## src/rtl/paddle_bank.sv

```systemverilog
// paddle_bank: NUM_PADDLES independent paddle trackers with tick pacing,
// stepwise acceleration and clamp/wrap at the playfield limits.
module paddle_bank #(
  parameter int NUM_PADDLES = 2,
  parameter int POS_W       = 10,
  parameter int Y_RES       = 480,
  parameter int PADDLE_H    = 64,
  parameter int TICK_W      = 16,
  parameter int ACCEL_MOVES = 4,
  parameter int MAX_LEVEL   = 2
) (
  input  logic                         clk,
  input  logic                         reset,
  input  logic                         game_on,
  input  logic                         wrap_mode,
  input  logic                         recenter,
  input  logic [NUM_PADDLES-1:0]       up,
  input  logic [NUM_PADDLES-1:0]       down,
  input  logic [TICK_W-1:0]            ticks_per_px,
  output logic [NUM_PADDLES*POS_W-1:0] position,
  output logic [NUM_PADDLES-1:0]       moving_up,
  output logic [NUM_PADDLES-1:0]       moving_down,
  output logic [NUM_PADDLES-1:0]       edge_hit
);

  localparam int SW = POS_W + 2;
  localparam int LW = (MAX_LEVEL > 0) ? $clog2(MAX_LEVEL + 1) : 1;
  localparam int CW = $clog2(ACCEL_MOVES + 1);
  localparam int PMIN = PADDLE_H / 2;
  localparam int PMAX = Y_RES - 1 - PADDLE_H / 2;
  localparam int CTR  = Y_RES / 2;

  localparam logic signed [SW-1:0] L_MIN = SW'(PMIN);
  localparam logic signed [SW-1:0] L_MAX = SW'(PMAX);
  localparam logic [POS_W-1:0] P_MIN = POS_W'(PMIN);
  localparam logic [POS_W-1:0] P_MAX = POS_W'(PMAX);
  localparam logic [POS_W-1:0] P_CTR = POS_W'(CTR);
  localparam logic [LW-1:0] L_TOP = LW'(MAX_LEVEL);
  localparam logic [CW-1:0] C_LAST = CW'(ACCEL_MOVES - 1);
  localparam logic [CW-1:0] C_SAT = CW'(ACCEL_MOVES);

  typedef enum logic [1:0] {
    S_IDLE,
    S_UP,
    S_DOWN
  } st_t;

  // tpp-1 with a zero setting behaving as one clock per move
  logic [TICK_W-1:0] w_tpp_m1;
  assign w_tpp_m1 = (ticks_per_px == '0) ? '0
                  : ticks_per_px - TICK_W'(1);

  for (genvar g = 0; g < NUM_PADDLES; g++) begin : g_ch
    st_t                r_state, w_state, w_req;
    logic [POS_W-1:0]   r_pos, w_pos;
    logic [TICK_W-1:0]  r_ticks, w_ticks;
    logic [LW-1:0]      r_lvl, w_lvl;
    logic [CW-1:0]      r_cnt, w_cnt;
    logic               r_edge, w_edge;
    logic signed [SW-1:0] w_step, w_cur, w_cand;

    always_comb begin
      w_req = S_IDLE;
      unique case (1'b1)
        (up[g] && !down[g]): w_req = S_UP;
        (down[g] && !up[g]): w_req = S_DOWN;
        default:             w_req = S_IDLE;
      endcase
    end

    assign w_step = SW'(1) << r_lvl;
    assign w_cur  = $signed({2'b00, r_pos});
    assign w_cand = (r_state == S_UP) ? w_cur - w_step
                                      : w_cur + w_step;

    always_comb begin
      w_state = r_state;
      w_pos   = r_pos;
      w_ticks = r_ticks;
      w_lvl   = r_lvl;
      w_cnt   = r_cnt;
      w_edge  = 1'b0;
      if (recenter) begin
        w_state = S_IDLE;
        w_pos   = P_CTR;
        w_ticks = '0;
        w_lvl   = '0;
        w_cnt   = '0;
      end else if (!game_on) begin
        w_state = S_IDLE;
        w_ticks = '0;
        w_lvl   = '0;
        w_cnt   = '0;
      end else if (w_req != r_state) begin
        w_state = w_req;
        w_ticks = '0;
        w_lvl   = '0;
        w_cnt   = '0;
      end else if (r_state != S_IDLE) begin
        if (r_ticks >= w_tpp_m1) begin
          w_ticks = '0;
          if (w_cand < L_MIN) begin
            w_pos  = wrap_mode ? P_MAX : P_MIN;
            w_edge = 1'b1;
          end else if (w_cand > L_MAX) begin
            w_pos  = wrap_mode ? P_MIN : P_MAX;
            w_edge = 1'b1;
          end else begin
            w_pos = w_cand[POS_W-1:0];
          end
          // at the top level the counter just saturates
          if (r_lvl < L_TOP && r_cnt == C_LAST) begin
            w_lvl = r_lvl + LW'(1);
            w_cnt = '0;
          end else if (r_cnt < C_SAT) begin
            w_cnt = r_cnt + CW'(1);
          end
        end else begin
          w_ticks = r_ticks + TICK_W'(1);
        end
      end
    end

    always_ff @(posedge clk or negedge reset) begin
      if (!reset) begin
        r_state <= S_IDLE;
        r_pos   <= P_CTR;
        r_ticks <= '0;
        r_lvl   <= '0;
        r_cnt   <= '0;
        r_edge  <= 1'b0;
      end else begin
        r_state <= w_state;
        r_pos   <= w_pos;
        r_ticks <= w_ticks;
        r_lvl   <= w_lvl;
        r_cnt   <= w_cnt;
        r_edge  <= w_edge;
      end
    end

    assign position[g*POS_W +: POS_W] = r_pos;
    assign moving_up[g]   = (r_state == S_UP);
    assign moving_down[g] = (r_state == S_DOWN);
    assign edge_hit[g]    = r_edge;
  end

endmodule

```

## config.mk

```make
export PLATFORM = sky130hd
export DESIGN_NAME = paddle_bank
export DESIGN_NICKNAME = d
export VERILOG_FILES = /design/src/rtl/paddle_bank.sv
export SDC_FILE = /design/constraint.sdc
export NUM_CORES = 1
export LEC_CHECK = 0
export ABC_AREA = 1
export ABC_CLOCK_PERIOD_IN_PS = 2900
export CORE_AREA = 3 3 89 133
export DETAILED_ROUTE_END_ITERATION = 8
export DIE_AREA = 0 0 92 136
export DONT_BUFFER_PORTS = 1
export PLACE_DENSITY = 0.78
export SLEW_MARGIN = 20
export SYNTH_ARGS = -nofsm -noshare
export SYNTH_HDL_FRONTEND = slang
export SYNTH_SLANG_ARGS = --single-unit
```

## constraint.sdc

```tcl
create_clock -name clk -period 2.9 [get_ports clk]
set_input_delay 0.145 -clock clk [delete_from_list [all_inputs] [get_ports clk]]
set_output_delay 0.145 -clock clk [all_outputs]
set_load 0.03 [all_outputs]
```

[Yosys cells after proc, flatten, opt, wreduce, memory -nomap -nowiden]
Index checks and enable logic that the tools add are counted.
Storage, ports and cells
  flip-flop bits (word level): 68
  output and inout port bits: 26
  logic and storage cells: 156
Operators by class
  add/subtract/negate cells: 11
  $lt $le $gt $ge: 10
  equal/unequal tests: 20
  shift-type cells: 2
  muxes and demuxes: 77
  reductions and logical operators: 24
Operator list (number)
  $mux W16: 11
  $mux W10: 14
  $mux W3: 14
  $mux W2: 18
  $add A16 B1 Y16 const B: 2
  $ge A16 B16 Y1: 2
  $add A11 B12 Y12: 2
  $gt A12 B10 Y1 const B: 2
  $lt A12 B7 Y1 const B: 2
  $mux W12: 2
  $ne A4 B1 Y1 const B: 6
  $shl A1 B2 Y12 const A: 2
  $sub A11 B12 Y12: 2
  $mux W9: 2
  $logic_not A16 Y1: 1
  $sub A16 B1 Y16 const B: 1
  $mux W1: 14
  $reduce_bool A2 Y1: 7
  $reduce_and A3 Y1: 4
  $ne A5 B1 Y1 const B: 2
  $pmux W2 S2: 2
  $reduce_and A4 Y1: 2
  $add A3 B1 Y3 const B: 2
  $eq A3 B2 Y1 const B: 2
  other kinds (10): 26

[Longest topological paths before layout]
  depth after elaboration: 11
  depth in mapped cells: 25

[Least setup slack after synthesis]
OpenSTA, ideal clock, no wires.
  path type: in2reg
  from: in ticks_per_px[0]
  to: reg g_ch[1].r_pos[5]
  setup time: 0.093 ns
  arrival: 2.772 ns
  data required time: 2.807 ns
  slack: 0.035 ns
  cell stages on the path: 19
  buffers on the path: 0
  cell sequence: inv_1 > ha_1 > nand2_1 > nor3_1 > inv_1 > nor3_2 > nand3_1 > o21ai_0 > a21boi_1 > ha_1 > nand4_1 > inv_1 > a21oi_1 > a21boi_0 > nand2_1 > nand2_1 > inv_1 > nor2_1 > o21ai_0
Between the ends
  cells in the longest elaborated chain, start to end: 5
Ends and longest elaborated chain
  start, declared: RTL line 19  | input logic [TICK_W-1:0] ticks_per_px,
  $sub A16 B1 Y16 or $logic_not A16 Y1 (tied branches): RTL line 51, 50
  $mux W16 (*): RTL line 50  | assign w_tpp_m1 = (ticks_per_px == '0) ? '0
  $ge A16 B16 Y1 (*): RTL line 100  | if (r_ticks >= w_tpp_m1) begin
  $reduce_bool A2 Y1 (no source line) (*)
  $reduce_and A4 Y1 (no source line) (*)
  end signal, assigned: RTL line 134  | r_pos <= w_pos;
  end, declared: RTL line 55  | logic [POS_W-1:0] r_pos, w_pos;
Every way passes the cells marked *; elsewhere a longest branch is shown, timed or not.
A chain may end at the register's enable or synchronous reset.

[Worst setup path after layout]
  from: reg g_ch[0].r_lvl[1]
  to: reg g_ch[0].r_pos[7]
Between the ends
  cells in the longest elaborated chain, start to end: 11
Ends and longest elaborated chain
  start, declared: RTL line 57  | logic [LW-1:0] r_lvl, w_lvl;
  start signal, assigned: RTL line 136  | r_lvl <= w_lvl;
  $shl A1 B2 Y12 (*): RTL line 71  | assign w_step = SW'(1) << r_lvl;
  $add A11 B12 Y12 or $sub A11 B12 Y12 (tied branches): RTL line 74, 73
  $mux W12 (*): RTL line 73  | assign w_cand = (r_state == S_UP) ? w_cur - w_step
  $gt A12 B10 Y1: RTL line 105  | end else if (w_cand > L_MAX) begin
  $mux W10: RTL line 105
  $mux W10 (*): RTL line 102  | if (w_cand < L_MIN) begin
  $mux W10 (*): RTL line 100
  $mux W10 (*): RTL line 99  | end else if (r_state != S_IDLE) begin
  $mux W10 (*): RTL line 94  | end else if (w_req != r_state) begin
  $mux W10 (*): RTL line 89  | end else if (!game_on) begin
  $mux W10 (*): RTL line 83  | if (recenter) begin
  end signal, assigned: RTL line 134
  end, declared: RTL line 55
Every way passes the cells marked *; elsewhere a longest branch is shown, timed or not. The select of a mux whose other input is x is not followed.

==> impl_metrics.json <==
{
  "outcome": "complete, no violations",
  "track_usage_pct": 25.8,
  "seq_power_share_pct": 33.4,
  "worstSetupPathType": "flop to flop",
  "yosys_warnings": 0,
  "p_per_area_mw_per_mm2": 397,
  "hp-class": "input port to flop",
  "clock.fmax_mhz": 352,
  "design_area_mm2": 0.00773,
  "tritoncts": "yes",
  "path_clk_slew_ps": 60,
  "grt_max_degree": 69,
  "synth_top_flop_cell": "dfrtp_1",
  "wl_per_cell_um": 14.4,
  "required_ps": 3180,
  "grt_antenna_before_repair": 0,
  "dr.first_iter.drc_count": 358,
  "num_rows": 46,
  "synth_area_mm2": 0.00628,
  "overflow": 0,
  "irDropWorstVdd_mv": 0.288,
  "dp_hpwl_um": 12300,
  "cp.arrival_ps": 3120,
  "ios": 51,
  "hold_violations": 0,
  "pwr-share-clk_pct": 36.2,
  "crit_chain": "inv_2 > ha_4 > inv_4 > ha_4 > nand2_4 > o21ai_4 > buf_6 > inv_4 > ha_4 > nand3_1 > nand3_2 > nand2_2 > nand2_2 > nand2_1 > nand2_1 > nand3_2 > nor2_4 > buf_6 > nor2_4 > nand4_1 > nand3_1 > nand2_1",
  "ys_seq_area_share_pct": 27.2,
  "place_area_mm2": 0.00681,
  "slowest_delay_ps": 380,
  "cts_buffer_depth": 2,
  "end_kind": "flop",
  "synth-edff-count": 0,
  "ys_ff_latch": 68,
  "vias": 6253,
  "p_leak_nw": 3.96,
  "die_h_um": 136,
  "core_area_mm2": 0.0107,
  "fin_nets": 1085,
  "die-area_mm2": 0.0125,
  "wl_um": 16500,
  "async_flop_share_pct": 100,
  "syn_to_final_growth_pct": 23.0,
  "path_max_fanout": 4,
  "intPower_mw": 2.05,
  "crit_buf_inv": 5,
  "initial_core_util_pct": 58.7,
  "synth_area_per_cell_um2": 6.84,
  "maxCapViolations": 0,
  "finalSetupViolations": 0,
  "cp_top_family": "simple AND/OR/NAND/NOR gates",
  "postRouteAntennaNets": 0,
  "finalMaxSlewViolations": 0,
  "synth_fp_nets": 1013,
  "insertion_delay_ps": 330,
  "diodes": 0,
  "htreeDepth": 3,
  "combPwrFrac_pct": 30.4,
  "synth_cells": 919,
  "slowest_stage": "dfrtp_1",
  "drive_gt1_share_pct": 23.0,
  "period_share_pct": 98.0,
  "hold_ws_ps": 27.6,
  "root_buffer": "clkbuf_16",
  "cts_num_sinks": 68,
  "place.port_buffers": 0,
  "grt_pass1_wl_um": 26000,
  "worst_pin_slew_ps": 649,
  "fin_skew_ps": 3.25,
  "drtPass1Iterations": 5,
  "mostFrequentLayoutCell": "nand2_1",
  "netSwitchingPower_mw": 1.02,
  "cts_buffers": 9,
  "die_w_um": 92,
  "layout_common_cells": "nand2_1, inv_1, nor2_1, nand3_1, dfrtp_1",
  "slew_headroom_pct": 56.6,
  "power_switching_share_pct": 33.2,
  "grt_pass1_vias": 5898,
  "post-route-min-period_ps": 2840,
  "drc": 0,
  "rsz0062_at_grt": "yes",
  "cp-start-kind": "flop",
  "vias_per_cell": 5.49,
  "gp_congestion": 0.944,
  "synth.distinct_cells": 46
}
per-layer routing:
layer	part of all wire [%]	vias up	global-route usage [%]	routed length (um)
met5	0	-	0	0
met4	4.1	0	13.3	675
met3	3.8	60	3.77	625
met2	54	175	49.0	8950
met1	38	2877	27.3	6200
li1	-	3141	-	-
tightest hold or removal path, stage by stage:
cell and delay [ps]:
inv_1 30, nor2_1 40, inv_1 60, nor2_1 40
sequential cells by signal, summed over array words and instances (netlist names):
| signal | count |
|---|---|
| g_ch.r_cnt | 6 |
| g_ch.r_edge | 2 |
| g_ch.r_lvl | 4 |
| g_ch.r_pos | 20 |
| g_ch.r_state | 4 |
| g_ch.r_ticks | 32 |
layout make-up:
class                           instances  area (um^2)
Clock inverter                          4         47.5
Timing Repair Buffer                   65          528
Inverter                              145          554
Multi-Input combinational cell        702         4450
Sequential cell                        68         1710
Fill cell                             853         2970
Tap cell                              144          180
Clock buffer                           12          256
Yosys cell counts (all sizes together), types with 3 or more instances:
cell type / number / area [um^2]
a21boi: 3 / 22.5
a21oi: 42 / 221
buf: 4 / 23.8
dfrtp: 60 / 1500
dfstp: 8 / 210
ha: 67 / 838
inv: 145 / 547
nand2: 251 / 995
nand3: 81 / 440
nand4: 15 / 109
nor2: 106 / 442
nor3: 16 / 105
o21ai: 49 / 249
o22ai: 18 / 113
o31ai: 3 / 22.5
or2: 5 / 31.3
xnor2: 7 / 61.3
xor2: 25 / 219
power groups by stage:
stage	sequential, mW	combinational (mW)	clock, mW
floorplan	1.03	0.521	0
global placement	1.04	0.706	0
detailed placement	1.04	0.716	0
CTS	1.02	0.776	1.13
global route	1.03	1.04	1.16
finish	1.03	0.935	1.11
cell families (layout without fill, tap and decap cells):
group                      after synthesis  in the layout  share of synthesized area (%)
DFF                                     68             68                           27.2
AOI/OAI and AO/OA                      121            121                           10.9
adders and majority gates               69             69                           14.0
xor gates and xnor gates                32             32                           4.46
and+or+nand+nor                        478            480                           34.3
buffers and inverters                  151            226                           9.20
worst paths after layout:
path,startpoint,endpoint,slack (ps),cells after the start
worst max register to register,g_ch[0].r_lvl[1],g_ch[0].r_pos[7],60,22
worst min-delay path,down[1],g_ch[1].r_state[1],30,4
max in group asynchronous,reset,g_ch[0].r_pos[4],2220,2
min in group asynchronous,reset,g_ch[1].r_ticks[10],330,2
worst max-delay path,g_ch[0].r_lvl[1],g_ch[0].r_pos[7],60,22
worst min register to register,g_ch[0].r_cnt[0],g_ch[0].r_cnt[0],500,1
what timing repair did:
item,CTS,global route
setup endpoints to repair,15,59
hold buffers,6,0
pin swaps,2,40
gates resized for setup,17,105
endpoints found under the hold margin,74,0
buffers inserted,0,9
gates cloned,0,2
stage by stage:
step	setup TNS [ps]	instances	total power [mW]	setup slack (ps)	util [%]
2_1_floorplan	0	919	1.55	34.7	-
3_3_place_gp	-559	1107	1.75	-175	63.6
3_5_place_dp	-3910	1107	1.75	-252	63.6
4_1_cts	0	1129	2.93	5.56	67.8
5_1_grt	-741	1140	3.23	-105	72.2
6_report	0	1140	3.07	57.8	72.2
(Power assumes the default switching activity.)
